**config.mk**
```make
export PLATFORM = sky130hd
export DESIGN_NAME = cpu_mem
export DESIGN_NICKNAME = d
export VERILOG_FILES = /design/src/rtl/cpu_mem_pkg.sv /design/src/rtl/cpu_mem_bus_if.sv /design/src/rtl/cpu_mem.sv
export SDC_FILE = /design/constraint.sdc
export NUM_CORES = 1
export LEC_CHECK = 0
export CAP_MARGIN = 10
export CORE_UTILIZATION = 40
export CTS_CLUSTER_DIAMETER = 80
export DETAILED_ROUTE_END_ITERATION = 8
export GPL_ROUTABILITY_DRIVEN = 1
export PLACE_DENSITY_LB_ADDON = 0.2
export SLEW_MARGIN = 10
export SYNTH_ARGS = -nofsm -noshare
export SYNTH_HDL_FRONTEND = slang
export SYNTH_SLANG_ARGS = --single-unit
```
**constraint.sdc**
```tcl
create_clock -name clk -period 1.88 [get_ports clk]
set_input_delay 0.188 -clock clk [delete_from_list [all_inputs] [get_ports clk]]
set_output_delay 0.188 -clock clk [all_outputs]
set_load 0.02 [all_outputs]
```
**src/rtl/cpu_mem_pkg.sv**
```systemverilog
// Shared encodings for the memory-access stage: data-access and write-back
// selects, bus FSM states and the fill word returned on an access timeout.
package cpu_defs;

  localparam logic [1:0] DRW_NONE = 2'b00;
  localparam logic [1:0] DRW_RD   = 2'b01;
  localparam logic [1:0] DRW_WR   = 2'b10;

  localparam logic [1:0] WB_ALU  = 2'd0;
  localparam logic [1:0] WB_MEM  = 2'd1;
  localparam logic [1:0] WB_LINK = 2'd2;

  typedef enum logic [1:0] {
    S_IDLE = 2'd0,
    S_BUSY = 2'd1,
    S_DONE = 2'd2
  } bus_state_t;

  localparam logic [31:0] TIMEOUT_FILL = 32'hdeadbeef;

  function automatic logic is_access(input logic [1:0] drw);
    return (drw == DRW_RD) || (drw == DRW_WR);
  endfunction

endpackage

```
**src/rtl/cpu_mem_bus_if.sv**
```systemverilog
// Data-bus sequencer: issues one req/ack transaction per access, holds the
// pipeline while it is outstanding and captures the returned word in rbuf.
module cpu_mem_bus_if
  import cpu_defs::*;
#(
  parameter int ACK_TIMEOUT = 0
) (
  input  logic        clk,
  input  logic        rst,
  input  logic        i_acc,
  input  logic        i_ext_stall,
  input  logic [31:0] i_addr,
  input  logic [31:0] i_wdata,
  input  logic        i_we,
  output logic [31:0] d_addr,
  output logic [31:0] d_wdata,
  output logic        d_we,
  output logic        d_req,
  input  logic [31:0] d_rdata,
  input  logic        d_ack,
  output logic [31:0] o_rbuf,
  output logic        o_mem_stall,
  output logic        o_bus_err
);

  // Counter only needs to reach ACK_TIMEOUT-1; the last waiting cycle triggers the timeout.
  localparam int CW = (ACK_TIMEOUT > 1) ? $clog2(ACK_TIMEOUT) : 1;
  localparam logic [CW-1:0] CNT_LAST = CW'((ACK_TIMEOUT > 0) ? ACK_TIMEOUT - 1 : 0);

  bus_state_t    r_state, w_state_next;
  logic [31:0]   r_addr, w_addr_next;
  logic [31:0]   r_wdata, w_wdata_next;
  logic          r_we, w_we_next;
  logic          r_req, w_req_next;
  logic [31:0]   r_rbuf, w_rbuf_next;
  logic          r_err, w_err_next;
  logic [CW-1:0] r_cnt, w_cnt_next;

  always_comb begin
    w_state_next = r_state;
    w_addr_next  = r_addr;
    w_wdata_next = r_wdata;
    w_we_next    = r_we;
    w_req_next   = r_req;
    w_rbuf_next  = r_rbuf;
    w_err_next   = 1'b0;
    w_cnt_next   = r_cnt;
    o_mem_stall  = 1'b0;
    case (r_state)
      S_IDLE: begin
        o_mem_stall = i_acc;
        if (i_acc && !i_ext_stall) begin
          w_addr_next  = {i_addr[31:2], 2'b00};
          w_wdata_next = i_wdata;
          w_we_next    = i_we;
          w_req_next   = 1'b1;
          w_cnt_next   = '0;
          w_state_next = S_BUSY;
        end
      end
      S_BUSY: begin
        o_mem_stall = 1'b1;
        if (d_ack) begin
          w_rbuf_next  = d_rdata;
          w_req_next   = 1'b0;
          w_we_next    = 1'b0;
          w_state_next = S_DONE;
        end else if ((ACK_TIMEOUT > 0) && (r_cnt == CNT_LAST)) begin
          w_rbuf_next  = TIMEOUT_FILL;
          w_req_next   = 1'b0;
          w_we_next    = 1'b0;
          w_err_next   = 1'b1;
          w_state_next = S_DONE;
        end else begin
          w_cnt_next = r_cnt + CW'(1);
        end
      end
      S_DONE: begin
        // Pipeline advances out of DONE only when nobody else holds it.
        if (!i_ext_stall) w_state_next = S_IDLE;
      end
      default: w_state_next = S_IDLE;
    endcase
  end

  always_ff @(posedge clk) begin
    if (rst) begin
      r_state <= S_IDLE;
      r_addr  <= '0;
      r_wdata <= '0;
      r_we    <= 1'b0;
      r_req   <= 1'b0;
      r_rbuf  <= '0;
      r_err   <= 1'b0;
      r_cnt   <= '0;
    end else begin
      r_state <= w_state_next;
      r_addr  <= w_addr_next;
      r_wdata <= w_wdata_next;
      r_we    <= w_we_next;
      r_req   <= w_req_next;
      r_rbuf  <= w_rbuf_next;
      r_err   <= w_err_next;
      r_cnt   <= w_cnt_next;
    end
  end

  assign d_addr    = r_addr;
  assign d_wdata   = r_wdata;
  assign d_we      = r_we;
  assign d_req     = r_req;
  assign o_rbuf    = r_rbuf;
  assign o_bus_err = r_err;

endmodule

```
**src/rtl/cpu_mem.sv**
```systemverilog
// Memory-access pipeline stage: store-data forwarding, bus sequencing and the
// MEM/WB pipeline registers that also feed EX forwarding.
module cpu_mem
  import cpu_defs::*;
#(
  parameter int ACK_TIMEOUT = 0
) (
  input  logic        clk,
  input  logic        rst,
  input  logic        ext_stall,
  input  logic        ex_c_rfw,
  input  logic [1:0]  ex_c_wbsource,
  input  logic [1:0]  ex_c_drw,
  input  logic [31:0] ex_alu_r,
  input  logic [31:0] ex_rfb,
  input  logic [4:0]  ex_rf_waddr,
  input  logic [31:0] ex_jalra,
  input  logic [4:0]  ex_rt,
  output logic [31:0] d_addr,
  output logic [31:0] d_wdata,
  output logic        d_we,
  output logic        d_req,
  input  logic [31:0] d_rdata,
  input  logic        d_ack,
  output logic        mem_stall,
  output logic        bus_err,
  output logic        m_c_rfw,
  output logic [4:0]  m_rf_waddr,
  output logic [31:0] m_wdata
);

  logic        w_acc;
  logic        w_fwd;
  logic [31:0] w_sdata;
  logic [31:0] w_rbuf;
  logic        w_mem_stall;
  logic        w_advance;
  logic [31:0] w_wb_data;

  logic        r_m_c_rfw;
  logic [4:0]  r_m_rf_waddr;
  logic [31:0] r_m_wdata;

  assign w_acc = is_access(ex_c_drw);

  // A load immediately followed by a store of the same register takes the loaded word.
  assign w_fwd   = r_m_c_rfw && (r_m_rf_waddr == ex_rt) && (r_m_rf_waddr != 5'd0);
  assign w_sdata = w_fwd ? r_m_wdata : ex_rfb;

  cpu_mem_bus_if #(
    .ACK_TIMEOUT (ACK_TIMEOUT)
  ) u_bus_if (
    .clk         (clk),
    .rst         (rst),
    .i_acc       (w_acc),
    .i_ext_stall (ext_stall),
    .i_addr      (ex_alu_r),
    .i_wdata     (w_sdata),
    .i_we        (ex_c_drw[1]),
    .d_addr      (d_addr),
    .d_wdata     (d_wdata),
    .d_we        (d_we),
    .d_req       (d_req),
    .d_rdata     (d_rdata),
    .d_ack       (d_ack),
    .o_rbuf      (w_rbuf),
    .o_mem_stall (w_mem_stall),
    .o_bus_err   (bus_err)
  );

  assign w_advance = !(ext_stall | w_mem_stall);

  always_comb begin
    w_wb_data = ex_alu_r;
    case (ex_c_wbsource)
      WB_MEM:  w_wb_data = w_rbuf;
      WB_LINK: w_wb_data = ex_jalra;
      default: w_wb_data = ex_alu_r;
    endcase
  end

  always_ff @(posedge clk) begin
    if (rst) begin
      r_m_c_rfw    <= 1'b0;
      r_m_rf_waddr <= '0;
      r_m_wdata    <= '0;
    end else if (w_advance) begin
      r_m_c_rfw    <= ex_c_rfw;
      r_m_rf_waddr <= ex_rf_waddr;
      r_m_wdata    <= w_wb_data;
    end
  end

  assign mem_stall  = w_mem_stall;
  assign m_c_rfw    = r_m_c_rfw;
  assign m_rf_waddr = r_m_rf_waddr;
  assign m_wdata    = r_m_wdata;

endmodule

```
# Word level (Yosys, flattened, before mapping)

Index checks and enable logic that the tools add are counted.

Mux-type cells: 12
Multiply operators: 0
Order comparisons: 0
Bitwise logic cells: 1
Reduce and logical (&&, ||, !) cells: 12
Equal/unequal tests: 10
$add $sub $neg: 0
Shift-type cells: 0
Divide/modulo/power cells: 0

Operator list:

| kind               | count |
|---|---|
| $pmux 32 s2        | 1 |
| $mux 32            | 1 |
| $eq 2x1->1 const B | 3 |
| $eq 2x2->1 const B | 3 |
| $mux 2             | 3 |
| $pmux 1 s2         | 3 |
| $pmux 2 s3         | 1 |
| $reduce_and 3->1   | 2 |
| $eq 5x5->1         | 1 |
| $reduce_bool 5->1  | 1 |
| $ne 2x2->1 const B | 2 |
| $reduce_and 2->1   | 2 |
| $logic_and 1x1->1  | 3 |
| $mux 1             | 3 |
| $logic_not 2->1    | 1 |
| $ne 2x1->1 const B | 1 |
| $reduce_bool 2->1  | 1 |
| $logic_not 1->1    | 1 |
| $logic_or 1x1->1   | 1 |
| $or 1x1->1         | 1 |

Bits in read-only memories: 0
Logic and storage cells: 44
Memories: 0
Input bits: 147
Register bits after elaboration: 136
Memory bits (writable): 0
Bits in latches: 0
Output and inout port bits: 106

# Longest topological paths before layout

Depth in word-level cells: 5
Mapped depth: 7
Depth with buffers taken out: 5

# Hierarchy

A second synthesis with hierarchy kept.

Cells, all modules: 756
Area total of the unflattened synthesis: 5949.5 µm²

Modules (own cells, without submodules):

| module         | area each (µm²) | instances | cells an instance | seq. area each (µm²) |
|---|---|---|---|---|
| cpu_mem_bus_if | 3445.8          | 1         | 431               | 1961.9 |
| cpu_mem        | 2503.7          | 1         | 325               | 760.7 |

# Worst setup path before layout

No wires, ideal clock.

Kind: register to register
Start point: register r_m_rf_waddr[1], in the netlist m_rf_waddr[1]
End point: register u_bus_if.r_wdata[26], in the netlist u_bus_if.d_wdata[26]
Clock period less this slack: 1.804 ns
Setup time: 0.091 ns
Stages on the path, launching flop included: 6
Path buffers: 1
Setup slack: 0.076 ns
Arrival time: 1.713 ns
Path through: dfxtp_1 > nor4_1 > o21a_4 > buf_6 > or4b_1 > a311oi_1

Longest elaborated chain between the ends: 4
Elaborated cells on any way between the ends: 5

Ends and longest elaborated chain:

| item                     | RTL line             | RTL |
|---|---|---|
| start: declaration       | cpu_mem.sv:41        | `logic [4:0] r_m_rf_waddr;` |
| start signal: assignment | cpu_mem.sv:89        | `r_m_rf_waddr <= ex_rf_waddr;` |
| $eq 5x5->1               | cpu_mem.sv:47        | `assign w_fwd = r_m_c_rfw && (r_m_rf_waddr == ex_rt) && (r_m_rf_waddr != 5'd0);` |
| $logic_and 1x1->1        | cpu_mem.sv:47        |  |
| $logic_and 1x1->1 *      | cpu_mem.sv:47        |  |
| $mux 32 *                | cpu_mem.sv:48        | `assign w_sdata = w_fwd ? r_m_wdata : ex_rfb;` |
| end signal: assignment   | cpu_mem_bus_if.sv:99 | `r_wdata <= w_wdata_next;` |
| end: declaration         | cpu_mem_bus_if.sv:32 | `logic [31:0] r_wdata, w_wdata_next;` |

Every way passes the cells marked *; elsewhere a longest branch is shown, timed or not.
A chain may end at the register's enable or synchronous reset.

# Worst setup path in the final report

Start point: register r_m_rf_waddr[4], in the netlist m_rf_waddr[4]
End point: register u_bus_if.r_wdata[14], in the netlist u_bus_if.d_wdata[14]

Same word-level chain as after synthesis.

==> impl_summary.md <==
Critical path
The required time at the worst-slack endpoint is 2.20 ns. The data arrival time of the critical path is around 2.1 ns. In this run the worst path has a maximum fanout of 12.

The setup path with the least slack is of type flop to flop. The nature of the critical path startpoint is a flop. The nature of the critical path endpoint is a flop. Setup slack on the worst reg-to-reg path comes out at 0.08 ns.

STA
The slack of the critical path is slightly above 0.08 ns. Dividing the final minimum period by the clock period gives 0.9561. The maximum clock frequency is ~0.56 GHz. Setup violations remaining at the end of the flow were counted as 0. The final count of pins violating max slew was 0.

The final count of hold timing violations is 0. After routing, the total negative slack on setup checks comes to 0 ns. For the final database, setup skew stands at 0.006786 ns.

The final critical delay including setup and external delays is 1.798 ns.

Clock tree
The worst-case clock buffer depth is 2. The clock root buffer master is sky130_fd_sc_hd__clkbuf_16. The later pin in the worst-skew pair is clocked with a latency of 0.42 ns.

The number of sinks driven by the clock tree is approximately 140. TritonCTS built the clock tree. The total clock buffers created by CTS is 17. The clock tree synthesis step divided the H-tree into 4 levels.

The number of hold buffers added after CTS was 0. After clock tree synthesis, the clock-pin slew on the worst setup and hold paths is 0.06 ns. The buffers inserted during post-CTS setup optimization is 0.

Drt
The pre-antenna-repair detailed-routing pass consisted of 7 iterations. The total wire length is 20750 um. The remaining antenna violation count after routing is 0.

The DRC violation count after routing is 17. Dividing the detail-routed wire length by the instance count gives 17.96 um. The per-cell via count in the routed design is between 5 and 6. The vias after detailed routing is 6481.

The number of violations reported at the end of detailed-routing iteration 0 is 571.

Synth
The mean instance size in the synthesized netlist is 8.402 um2. The count of synthesis-stage warnings from yosys is 0. By area, the combinational part of the netlist is dominated by compound AO/OA/AOI/OAI gates. The xor-xnor portion of the synthesized cell area is 0.008433. The cell count after synthesis came out at 724. The portion of the post-synthesis area used by sequential elements is 0.4476.

Of the total synthesized cell area, the portion taken by AND, OR, NAND and NOR gates is 0.1656. Synthesis inferred 136 register bits. The number of synthesized flops with an enable pin is 0.

The arithmetic-cell share of the synthesized area counting full adders, half adders and majority gates is 0.004114. The synthesized-area fraction occupied by ao, oa, aoi and oai cells was 0.3097. The most used flip-flop cell after synthesis is sky130_fd_sc_hd__dfxtp_1. The multiplexer area fraction after synthesis is 0. The summed instance area of the synthesized netlist is 0.006083 mm2. The fraction of registers with async set/reset is 0.

The netlist uses 34 different library cells.

Placed design
Detailed placement ended at an HPWL of between 10000 and 15000 um. At the end of routability-driven placement, the weighted congestion stood at about 0.85. The number of instances in the placed design is 1120. Before CTS, the worst setup slack after placement is -0.2795 ns.

The count of buffers from port buffering is approximately 250.

Finish
From synthesis to final layout, the design area changed by 57.73%. The multi-input combinational cells in the finished layout cover a total of 0.003093 mm2. At the end of the flow, the number of nets in the layout was 1107. The fraction of layout cells with a size suffix above 1 is 0.1020. The number of fill cells is 1268. The number of diodes added for antenna fixing is 0.

The sequential cells in the finished layout cover a total of 0.002728 mm2. The finished layout holds 1155 standard cells, fillers aside. In the layout the commonest cells are sky130_fd_sc_hd__clkdlybuf4s50_1, sky130_fd_sc_hd__dfxtp_1, sky130_fd_sc_hd__nand2_1, sky130_fd_sc_hd__a21oi_1, sky130_fd_sc_hd__buf_4. The commonest non-fill, non-tap cell in the layout is sky130_fd_sc_hd__clkdlybuf4s50_1.

Global routing
The remaining global-route overflow is 0. The initial antenna violation count is 0. The pin count of the biggest net entering global routing is 73.

The via count of the first global-routing pass is 5884. Across every metal layer, demand over resource in global routing totals 0.2559. The global-route wire length before repair is around 32000 um.

Run
Across the run, the number of max-cap violations was 0.

Power
In this run the static leakage power is roughly 3.3 nW. The power density normalized to cell area is 845.1 mW/mm2. The maximum vdd ir drop is 0.0005963 V. The overall power of the completed layout is 8.109 mW.

Hold path
The classification of the worst-slack hold path is input port to flop.

Run status
The final reports fail on design-rule violations. The flow ran to the end, but the final reports show violations.

Floorplanning
The number of ports placed on the die boundary is ~250. The die height is 125.3 um. For this configuration, the core starts out at a cell density of 0.4139. The number of rows in the core area is 44.

After floorplanning, the core was sized to cover 0.01470 mm2. The die is 125.3 um wide. The die area is 0.01571 mm2.
[cell usage after synthesis (3+ instances only)]
cell                        number  area [um2]
sky130_fd_sc_hd__a211oi_1        5       37.54
sky130_fd_sc_hd__a21oi_1       104       520.5
sky130_fd_sc_hd__a221o_1        32       320.3
sky130_fd_sc_hd__a311oi_1       27       236.5
sky130_fd_sc_hd__a31oi_1         5       31.28
sky130_fd_sc_hd__and3_1          6       37.54
sky130_fd_sc_hd__buf_1           4       15.01
sky130_fd_sc_hd__buf_2           8       40.04
sky130_fd_sc_hd__buf_4           3       22.52
sky130_fd_sc_hd__buf_6           3       33.78
sky130_fd_sc_hd__clkbuf_1       67       251.5
sky130_fd_sc_hd__dfxtp_1       136        2723
sky130_fd_sc_hd__inv_1           6       22.52
sky130_fd_sc_hd__nand2_1       128       480.5
sky130_fd_sc_hd__nand3_1         9       45.04
sky130_fd_sc_hd__nor2_1         32       120.1
sky130_fd_sc_hd__nor3_1          3       15.01
sky130_fd_sc_hd__o2111ai_1      32       280.3
sky130_fd_sc_hd__o21ai_0        10       50.05
sky130_fd_sc_hd__o21ai_1        29       145.1
sky130_fd_sc_hd__o31ai_1        32       240.2
sky130_fd_sc_hd__or4b_1         27       270.3
sky130_fd_sc_hd__xnor2_1         4       35.03
[sequential cells by signal (all words and copies together), names as in the netlist]
| signal | count |
|---|---|
| u_bus_if.d_req | 1 |
| u_bus_if.o_rbuf | 32 |
| u_bus_if.d_addr | 30 |
| m_c_rfw | 1 |
| m_wdata | 32 |
| u_bus_if.d_we | 1 |
| m_rf_waddr | 5 |
| u_bus_if.r_state | 2 |
| u_bus_if.d_wdata | 32 |
[power breakdown]
part	internal (mW)	switching (mW)	leakage (nW)	total, mW
Clock	1.75	1.26	0.269	3.00
Sequential	3.07	0.132	1.11	3.20
Combinational	0.936	0.971	1.89	1.91
Total	5.75	2.36	3.27	8.11
[layer usage]
metal / vias up / track usage / wire, um
li1: 3170 / - / -
met1: 3063 / 0.3417 / 9312
met2: 232 / 0.4072 / 9788
met3: 16 / 0.07103 / 1428
met4: 0 / 0.06456 / 216
met5: - / 0 / 0
[worst max-delay path: stages, from the launching register on]
cell,delay (ns)
sky130_fd_sc_hd__dfxtp_1,0.32
sky130_fd_sc_hd__or2_4,0.29
sky130_fd_sc_hd__o21a_4,0.27
sky130_fd_sc_hd__or4b_1,0.56
sky130_fd_sc_hd__a311oi_1,0.27
[cell families after synthesis]
logic type                 count (synthesis)
DFF                                      136
other                                      1
AOI/OAI and AO/OA                        278
and+or+nand+nor                          210
adders and majority gates                  2
xor gates and xnor gates                   5
buffers and inverters                     92
[repair_timing]
action | in CTS | in global routing
endpoints found under the setup margin | 4 | 32
gates cloned | 0 | 3
pin swaps | 1 | 1
resized for setup | 1 | 14
[stage by stage]
stage               area, um2  utilization  hold slack (ns)
floorplan                6091            -           0.3240
global placement         8965       0.6099           0.4421
detailed placement       8965       0.6099           0.4459
CTS                      9498       0.6462           0.2750
global route             9595       0.6528           0.2926
finish                   9595       0.6528           0.2745
[worst paths after layout]
check                     start              endpoint  cells past startpoint
max               m_rf_waddr[4]  u_bus_if.d_wdata[14]                      4
min                         rst  u_bus_if.d_wdata[17]                      3
min reg2reg  u_bus_if.o_rbuf[1]    u_bus_if.o_rbuf[1]                      2
max reg2reg       m_rf_waddr[4]  u_bus_if.d_wdata[14]                      4
[final cells by class]
class	count	area share
clock buffer	20	0.04759
clock inverter	12	0.008084
inverter	7	0.002738
multi-input combinational	501	0.3223
sequential	136	0.2843
tap	184	0.02399
timing repair buffer	295	0.3110
No activity file was read; power rests on OpenSTA's default activity.
